File: src/rtl/melody_sequencer.sv
// rtl/melody_sequencer.sv - ROM-driven note sequencer for piezo and LED jingles
// Optional MELODY_SEQUENCER_LOOP_EN adds a loop input that replays the song at its end.
module melody_sequencer #(
  parameter int TICK_DIV  = 5000000,
  parameter int NOTE_W    = 4,
  parameter int ADDR_W    = 5,
  parameter int SEL_W     = 1,
  parameter int SONG_LEN  = 27,
  parameter int ON_TICKS  = 2,
  parameter int OFF_TICKS = 2
) (
  input  logic                    clk,
  input  logic                    reset,
  input  logic                    start,
  input  logic [SEL_W-1:0]        song_sel,
  input  logic                    stop,
`ifdef MELODY_SEQUENCER_LOOP_EN
  input  logic                    loop,
`endif
  output logic [SEL_W+ADDR_W-1:0] rom_addr,
  input  logic [NOTE_W-1:0]       rom_data,
  output logic [NOTE_W-1:0]       note_out,
  output logic [NOTE_W-1:0]       led_out,
  output logic                    busy,
  output logic                    done
);

  localparam int TCK_W    = $clog2(TICK_DIV);
  localparam int SLOT_MAX = (ON_TICKS > OFF_TICKS) ? ON_TICKS : OFF_TICKS;
  localparam int SLOT_W   = $clog2(SLOT_MAX + 1);
  localparam logic [TCK_W-1:0]  TICK_LAST = TCK_W'(TICK_DIV - 1);
  localparam logic [SLOT_W-1:0] ON_LAST   = SLOT_W'(ON_TICKS - 1);
  localparam logic [SLOT_W-1:0] OFF_LAST  = SLOT_W'(OFF_TICKS - 1);
  localparam logic [ADDR_W-1:0] IDX_LAST  = ADDR_W'(SONG_LEN - 1);

  typedef enum logic [1:0] {IDLE, LOAD, NOTE_ON, NOTE_OFF} state_t;

  state_t              state_q, state_d;
  logic [NOTE_W-1:0]   note_q, note_d;
  logic [ADDR_W-1:0]   idx_q, idx_d;
  logic [SEL_W-1:0]    song_q, song_d;
  logic [TCK_W-1:0]    tick_q, tick_d;
  logic [SLOT_W-1:0]   slot_q, slot_d;
  logic                busy_q, busy_d;
  logic                done_q, done_d;
  logic                tick;
  logic                loop_en;

`ifdef MELODY_SEQUENCER_LOOP_EN
  assign loop_en = loop;
`else
  assign loop_en = 1'b0;
`endif

  always_comb begin
    tick    = (tick_q == TICK_LAST);
    state_d = state_q;
    note_d  = note_q;
    idx_d   = idx_q;
    song_d  = song_q;
    tick_d  = tick_q;
    slot_d  = slot_q;
    done_d  = 1'b0;

    if (state_q == NOTE_ON || state_q == NOTE_OFF) begin
      tick_d = tick ? '0 : tick_q + 1'b1;
      if (tick) slot_d = slot_q + 1'b1;
    end

    case (state_q)
      LOAD: begin
        note_d  = rom_data;
        tick_d  = '0;
        slot_d  = '0;
        state_d = NOTE_ON;
      end
      NOTE_ON: begin
        if (tick && slot_q == ON_LAST) begin
          note_d  = '0;
          slot_d  = '0;
          state_d = NOTE_OFF;
        end
      end
      NOTE_OFF: begin
        if (tick && slot_q == OFF_LAST) begin
          slot_d  = '0;
          state_d = LOAD;
          if (idx_q == IDX_LAST) begin
            idx_d = '0;
            if (!loop_en) begin
              state_d = IDLE;
              done_d  = 1'b1;
            end
          end else begin
            idx_d = idx_q + 1'b1;
          end
        end
      end
      default: ;
    endcase

    // Abort beats restart, and both suppress the natural-end done pulse.
    if (stop && state_q != IDLE) begin
      state_d = IDLE;
      note_d  = '0;
      idx_d   = '0;
      tick_d  = '0;
      slot_d  = '0;
      done_d  = 1'b0;
    end else if (start && !stop) begin
      state_d = LOAD;
      song_d  = song_sel;
      idx_d   = '0;
      note_d  = '0;
      tick_d  = '0;
      slot_d  = '0;
      done_d  = 1'b0;
    end

    busy_d = (state_d != IDLE);
  end

  always_ff @(posedge clk or posedge reset) begin
    if (reset) begin
      state_q <= IDLE;
      note_q  <= '0;
      idx_q   <= '0;
      song_q  <= '0;
      tick_q  <= '0;
      slot_q  <= '0;
      busy_q  <= 1'b0;
      done_q  <= 1'b0;
    end else begin
      state_q <= state_d;
      note_q  <= note_d;
      idx_q   <= idx_d;
      song_q  <= song_d;
      tick_q  <= tick_d;
      slot_q  <= slot_d;
      busy_q  <= busy_d;
      done_q  <= done_d;
    end
  end

  assign rom_addr = {song_q, idx_q};
  assign note_out = note_q;
  assign led_out  = note_q;
  assign busy     = busy_q;
  assign done     = done_q;

endmodule
File: config.mk
export PLATFORM = sky130hd
export DESIGN_NAME = melody_sequencer
export DESIGN_NICKNAME = d
export VERILOG_FILES = /design/src/rtl/melody_sequencer.sv
export SDC_FILE = /design/constraint.sdc
export NUM_CORES = 1
export LEC_CHECK = 0
export BUFFER_PORTS_ARGS = -buffer_cell sky130_fd_sc_hd__buf_2
export CAP_MARGIN = 15
export CORE_MARGIN = 2
export CORE_UTILIZATION = 53
export DETAILED_ROUTE_END_ITERATION = 8
export PLACE_DENSITY = 0.85
export SETUP_SLACK_MARGIN = 0.3
export SYNTH_ARGS = -nofsm -noshare
export SYNTH_HDL_FRONTEND = slang
export SYNTH_SLANG_ARGS = --single-unit
File: constraint.sdc
create_clock -name clk -period 2.4 [get_ports clk]
set_input_delay 0.12 -clock clk [delete_from_list [all_inputs] [get_ports clk]]
set_output_delay 0.12 -clock clk [all_outputs]
set_load 0.02 [all_outputs]
==> metrics, run 1 <==
post-route ant nets=0; Lkg Pwr=1.22 nW; setup repair after global routing missed its margin=yes; dominant synthesized flop cell=dfrtp_1; Max Fclk=447 MHz; initial standard-cell utilization of the core=54.7%; worst max-slew margin expressed relative to the limit=66.6%; number of levels the H-tree was split into=2; area share of the largest cell type after synthesis=41.2%; number of buffers created by CTS=5; Worst setup SP type=register; fraction of final layout cells sized beyond drive strength 1=24.1%; Inserted Diodes=0; CP Cell Sequence=or4b_4 > or4_4 > or4_4 > a21oi_2; post-layout net count=slightly above 300; global-route total usage across every layer=25.8%; data required time at the worst endpoint=2.63 ns; data arrival time of the worst path=between 2 and 2.5 ns; initial drt markers=226; count of flip-flops with a built-in enable after synthesis=0; core box area=0.00432 mm^2; main area contributors after synthesis=dfrtp_1 (41%), or4_1 (5.1%), nand2_1 (4.8%); number of warnings printed during yosys synthesis=0; per-cell routed wire length=around 18 um; most common library cell in the layout ignoring fill and taps=dfrtp_1; Boundary Pins=25; Port Buffer Count=24; element type at the critical path end=register; post-synthesis net count=272; post-DP HPWL=3.91 mm; slew at the pin closest to its max-slew limit=0.500 ns; most frequent cells in the layout=dfrtp_1 (37), nand2_1 (30), buf_2 (24), buf_4 (20), nand3_1 (18); max-slew violation total from the final report=0; Post-Synthesis Cell Area=between 0.002 and 0.0025 mm^2; MaxCap Viol Count=0; highest fanout seen on the critical path=5; Worst Setup Slack, final=0.162 ns; number of iterations in the first detailed-routing pass=5; CTS tree=done; Vias/cell=6.73; clock transition time at the flip-flop clock pins of the worst setup and hold paths=around 0.070 ns; pre-CTS setup slack=0.123 ns; power consumption=1.87 mW; slowest cell on the critical path=or4_4; Final GP Congestion=~0.9; hold_ws=0.0107 ns; placed inst area=roughly 0.0026 mm^2; synthesized area per cell=approximately 9 um^2; detailed-route via count=2328; area of the die=0.00502 mm^2; floorplan die width=70.8 um; number of antenna violations at the first check in global routing=0; Hold Crit Class=input pin to register; register area share after synthesis=41.2%; Worst path max stage delay=between 0.5 and 0.6 ns; proportion of synthesized flip-flops having asynchronous set or reset=100%; clock insertion delay at the later pin of the skew report=0.29 ns; signed area change from the synthesized netlist to the final layout=17.8%; wire length of the first global-routing pass=10.4 mm; clock tree root buffer cell=clkbuf_8; startpoint of the lowest-slack register-to-register path=tick_q[16]; Period Utilization, post-route=approximately 93%; Routed WL=between 6 and 7 mm; outcome=finished clean; summed area of non-filler cells in the final layout=0.00279 mm^2; final period demand of the worst path=2.24 ns; Row Count=24; cell taking the most area after synthesis=dfrtp_1; Filler Cells Inserted=366; number of setup violations in the final report=0; power density over the cells=between 600 and 700 mW/mm^2; worst hold path startpoint=song_sel; synthesis-stage register bit count=39; Longest Clk Path Bufs=2; launching instance or port of the critical path=tick_q[16]; sinks on the clock net=39; peak ir drop on the vdd network=0.403 mV; sum of negative setup slack=0 ns; hold violation total from the final report=0; most used cell along the critical path=or4_4; Vert. Die Dim=70.8 um; number of remaining DRC errors=0; worst clock skew=about 0.0037 ns; Critical Setup Path Class=register to register; vias in the first global route=2191; number of unique standard cell types used by synthesis=50; maximum number of pins on one net before global-route repair=40; count of mapped cells out of synthesis=259; overall overflow remaining after global route=0
power by group:
part,switching (mW),leakage [nW],internal (mW)
Combinational,0.275,0.637,0.193
Clock,0.230,0.0515,0.262
Sequential,0.147,0.528,0.764
Total,0.652,1.22,1.22
path summary, 6_finish.rpt:
check                              to  slack [ns]  cells after the start
min reg2reg                    song_q        0.47                      2
max                          idx_q[1]        0.16                      4
max reg2reg                  idx_q[1]        0.16                      4
min in group asynchronous      song_q        0.48                      4
max in group asynchronous  tick_q[16]        1.54                      4
min                            song_q        0.01                      3
synthesized netlist by cell type (2+ instances only):
library cell and number:
or2_2 3, a22oi_1 9, nor2_1 4, nand3_1 18, and4_1 5, o41ai_1 2
ha_1 4, o31ai_1 8, a211oi_1 4, nor4_1 2, dfrtp_1 39, buf_4 5
o2111ai_1 7, o21ai_0 12, nand4_1 8, or4_1 16, o22ai_1 2, nor2b_1 3
mux2i_1 4, and3_1 5, and2_1 2, a21oi_1 8, nand2b_1 3, nand2_1 30
clkbuf_1 14, o221ai_1 2, inv_1 7, or3_1 5, o211ai_1 7
critical path: cells and delay by family (launching register included):
family | cells | cell delay (ns)
AO/OA/AOI/OAI | 1 | 0.12
AND/OR/NAND/NOR | 3 | 1.65
flip-flops | 1 | 0.41
per-stage QoR:
step / cells / utilization [%]
finish: 346 / 64.5
global route: 346 / 64.5
CTS: 344 / 63.5
detailed placement: 329 / 59.2
global placement: 329 / 59.2
floorplan: 259 / -
area by class of cell:
cell class                 instances  area [um^2]  share of cell area [%]
clock buffer                       8          100                    3.59
timing repair buffer              47          303                    10.9
sequential                        39          978                    35.1
multi-input combinational        193         1320                    47.2
inverter                           7         26.3                   0.943
tap                               52         65.1                    2.33
cells by family (layout without fill, tap and decap cells):
logic type / count (synthesis) / in the layout / synth area share [%]
DFF: 39 / 39 / 41.2
AOI/OAI and AO/OA: 69 / 69 / 20.6
and+or+nand+nor: 113 / 114 / 27.9
muxes: 5 / 5 / 2.17
adders and majority gates: 4 / 4 / 2.11
buffers and inverters: 28 / 62 / 5.60
xor gates and xnor gates: 1 / 1 / 0.370
routing by layer:
layer	vias to the layer above	track usage, %	wire length [um]
met1	1126	34.0	2580
met4	0	8.39	94
li1	1087	-	-
met3	10	6.27	484
met5	-	0	0
met2	105	42.2	3080
what timing repair did:
item | CTS | global route
hold buffers | 1 | 0
resized for setup | 9 | 10
gates cloned | 2 | 0
setup endpoints to repair | 20 | 34
setup buffers | 4 | 2
pin swaps | 4 | 5
hold endpoints to repair | 39 | 0
flip-flops by register name, summed over array words and instances, names as in the netlist:
register,count
song_q,1
state_q,2
tick_q,23
done,1
busy,1
slot_q,2
led_out,4
idx_q,5
Note: power is estimated with default switching activity, not from simulation.
==> inputs of run 2 (changes only) <==
--- a/config.mk
+++ b/config.mk
@@ -11,6 +11,7 @@
 export CORE_UTILIZATION = 53
 export DETAILED_ROUTE_END_ITERATION = 8
 export PLACE_DENSITY = 0.85
+export RECOVER_POWER = 100
 export SETUP_SLACK_MARGIN = 0.3
 export SYNTH_ARGS = -nofsm -noshare
 export SYNTH_HDL_FRONTEND = slang
==> run 2 against run 1 <==
  * Non-clock buffer count stayed put
  * Utilization is 1.3 points lower
  * Critical path type unchanged
  * Clock skew hardly changed
==> metrics, run 2 (same netlist as run 1, synthesis figures left out) <==
Worst path max stage delay=0.58 ns (about the same); detailed route wirelength on metal2=3.15 mm (+2.1%); initial drt markers=167 (-26%); number of levels the H-tree was split into=2 (unchanged); Port Buffer Count=24 (unchanged); number of antenna violations at the first check in global routing=0 (unchanged); share of the core filled with cells in the final layout=63.2% (-1.3 points); Inserted Diodes=0 (unchanged); area of the die=0.00502 mm^2 (unchanged); Reg with most FFs=tick_q; Row Count=24 (unchanged); number of buffers created by CTS=5 (unchanged); Vert. Die Dim=70.8 um (unchanged); most frequent cells in the layout=dfrtp_1 (37), nand2_1 (30), clkbuf_1 (19), nand3_1 (18), buf_4 (17); post-DP HPWL=3.91 mm (unchanged); per-cell routed wire length=18.2 um (+1.0%); element type at the critical path end=register; Largest register FFs=23 (unchanged); placed cell count=329 (unchanged); data arrival time of the worst path=2.48 ns (about the same); worst clock skew=0.00354 ns (-0.000158 ns); highest fanout seen on the critical path=5 (unchanged); number of setup violations in the final report=0 (unchanged); number of iterations in the first detailed-routing pass=5 (unchanged); signed area change from the synthesized netlist to the final layout=15.4%; hold violation total from the final report=0 (unchanged); Max Fclk=442 MHz (-0.99%); clock transition time at the flip-flop clock pins of the worst setup and hold paths=0.07 ns (about the same); max-slew violation total from the final report=0 (unchanged); clock tree root buffer cell=clkbuf_8; Critical Setup Path Class=register to register; power density over the cells=682 mW/mm^2 (+1.7%); core box area=0.00432 mm^2 (unchanged); detailed-route via count=2344 (+0.69%); outcome=finished clean; post-layout net count=306 (unchanged); floorplan die width=70.8 um (unchanged); CP Cell Sequence=or4b_1 > or4_4 > or4_4 > a21oi_1; Worst Setup Slack, final=0.140 ns (-0.0223 ns); Routed WL=6.30 mm (+1.0%); initial standard-cell utilization of the core=54.7% (unchanged); clock insertion delay at the later pin of the skew report=0.30 ns (about the same); Hold Crit Class=input pin to register; slowest cell on the critical path=or4_4; overall overflow remaining after global route=0 (unchanged); global-route total usage across every layer=25.8% (unchanged); family with the most delay on the worst path=simple AND/OR/NAND/NOR gates; Vias/cell=6.77 (+0.69%); final period demand of the worst path=2.26 ns (+0.0223 ns); most common library cell in the layout ignoring fill and taps=dfrtp_1; peak ir drop on the vdd network=0.403 mV (about the same); setup repair after global routing missed its margin=yes; vias in the first global route=2191 (unchanged); sum of negative setup slack=0 ns (unchanged); Max Used Layer=met4; Boundary Pins=25 (unchanged); Period Utilization, post-route=94.2% (+0.93 points); pre-CTS setup slack=0.123 ns (unchanged); met3 WL post-DR=423 um (-13%); maximum number of pins on one net before global-route repair=40 (unchanged); count of placed standard cells in the final layout, fillers left out=346 (unchanged); Worst setup SP type=register; Met1 Routed Length=2.66 mm (+3.1%); most used cell along the critical path=or4_4; slew at the pin closest to its max-slew limit=0.970 ns (+0.469 ns); data required time at the worst endpoint=2.62 ns (about the same); hold_ws=0.00863 ns (-0.00209 ns); Lkg Pwr=1.13 nW (-6.9%); CTS tree=done; number of buffers and inverters on the critical path=0 (unchanged); wire length of the first global-routing pass=10.4 mm (unchanged); worst max-slew margin expressed relative to the limit=35.4% (-31 points); fraction of final layout cells sized beyond drive strength 1=16.7% (-7.5 points); Longest Clk Path Bufs=2 (unchanged); Final GP Congestion=0.892 (unchanged); sinks on the clock net=39 (unchanged); number of remaining DRC errors=0 (unchanged); MaxCap Viol Count=0 (unchanged); post-route ant nets=0 (unchanged)
==> run 2: cell count changes in the layout (fill, tap and decap cells not counted), sizes merged <==
cell | previous run | this run
clkbuf | 8 | 28
buf | 46 | 26
==> run 2: per-stage QoR <==
step / total power, mW / instance area, um^2
floorplan: 1.19 / 2370
global route: 1.97 / 2730
CTS: 1.85 / 2740
finish: 1.86 / 2730
global placement: 1.31 / 2560
detailed placement: 1.33 / 2560
==> run 2: final timing paths <==
path,from,endpoint,slack (ns),depth (start not counted)
worst min-delay path,song_sel,song_q,0.009,3
worst max register to register,tick_q[16],idx_q[1],0.14,4
max in group asynchronous,reset,tick_q[17],1.08,4
min in group asynchronous,reset,tick_q[6],0.66,4
worst min register to register,song_q,song_q,0.47,2
worst max-delay path,tick_q[16],idx_q[1],0.14,4
==> run 2: where the power goes <==
part	leakage [nW]	switching [mW]	total (mW)	internal, mW
registers	0.528	0.150	0.914	0.764
clock network	0.0515	0.232	0.494	0.262
logic	0.553	0.273	0.456	0.183
==> run 2: repair_timing <==
item,4_1_cts,5_1_grt
hold endpoints to repair,39,0
endpoints found under the setup margin,20,34
cloned,2,0
pin swaps,4,5
setup buffers,4,2
resized for setup,9,10
hold buffers,1,0
==> run 2: per-layer routing <==
| metal | track usage (%) | vias up |
|---|---|---|
| met5 | 0 | - |
| met4 | 8.39 | 0 |
| met3 | 6.27 | 7 |
| met2 | 42.2 | 104 |
| met1 | 34.0 | 1144 |
| li1 | - | 1089 |
==> run 2: final cells by class <==
cell class / instances / area [um^2]
fill: 389 / 1590
multi-input combinational: 193 / 1290
sequential: 39 / 978
timing repair buffer: 47 / 267
clock buffer: 8 / 100
tap: 52 / 65.1
inverter: 7 / 26.3
==> run 2: worst register-to-register path, stage by stage (launching register included) <==
cell and delay (ns):
dfrtp_2 0.41, or4b_1 0.54, or4_4 0.58, or4_4 0.53
a21oi_1 0.13
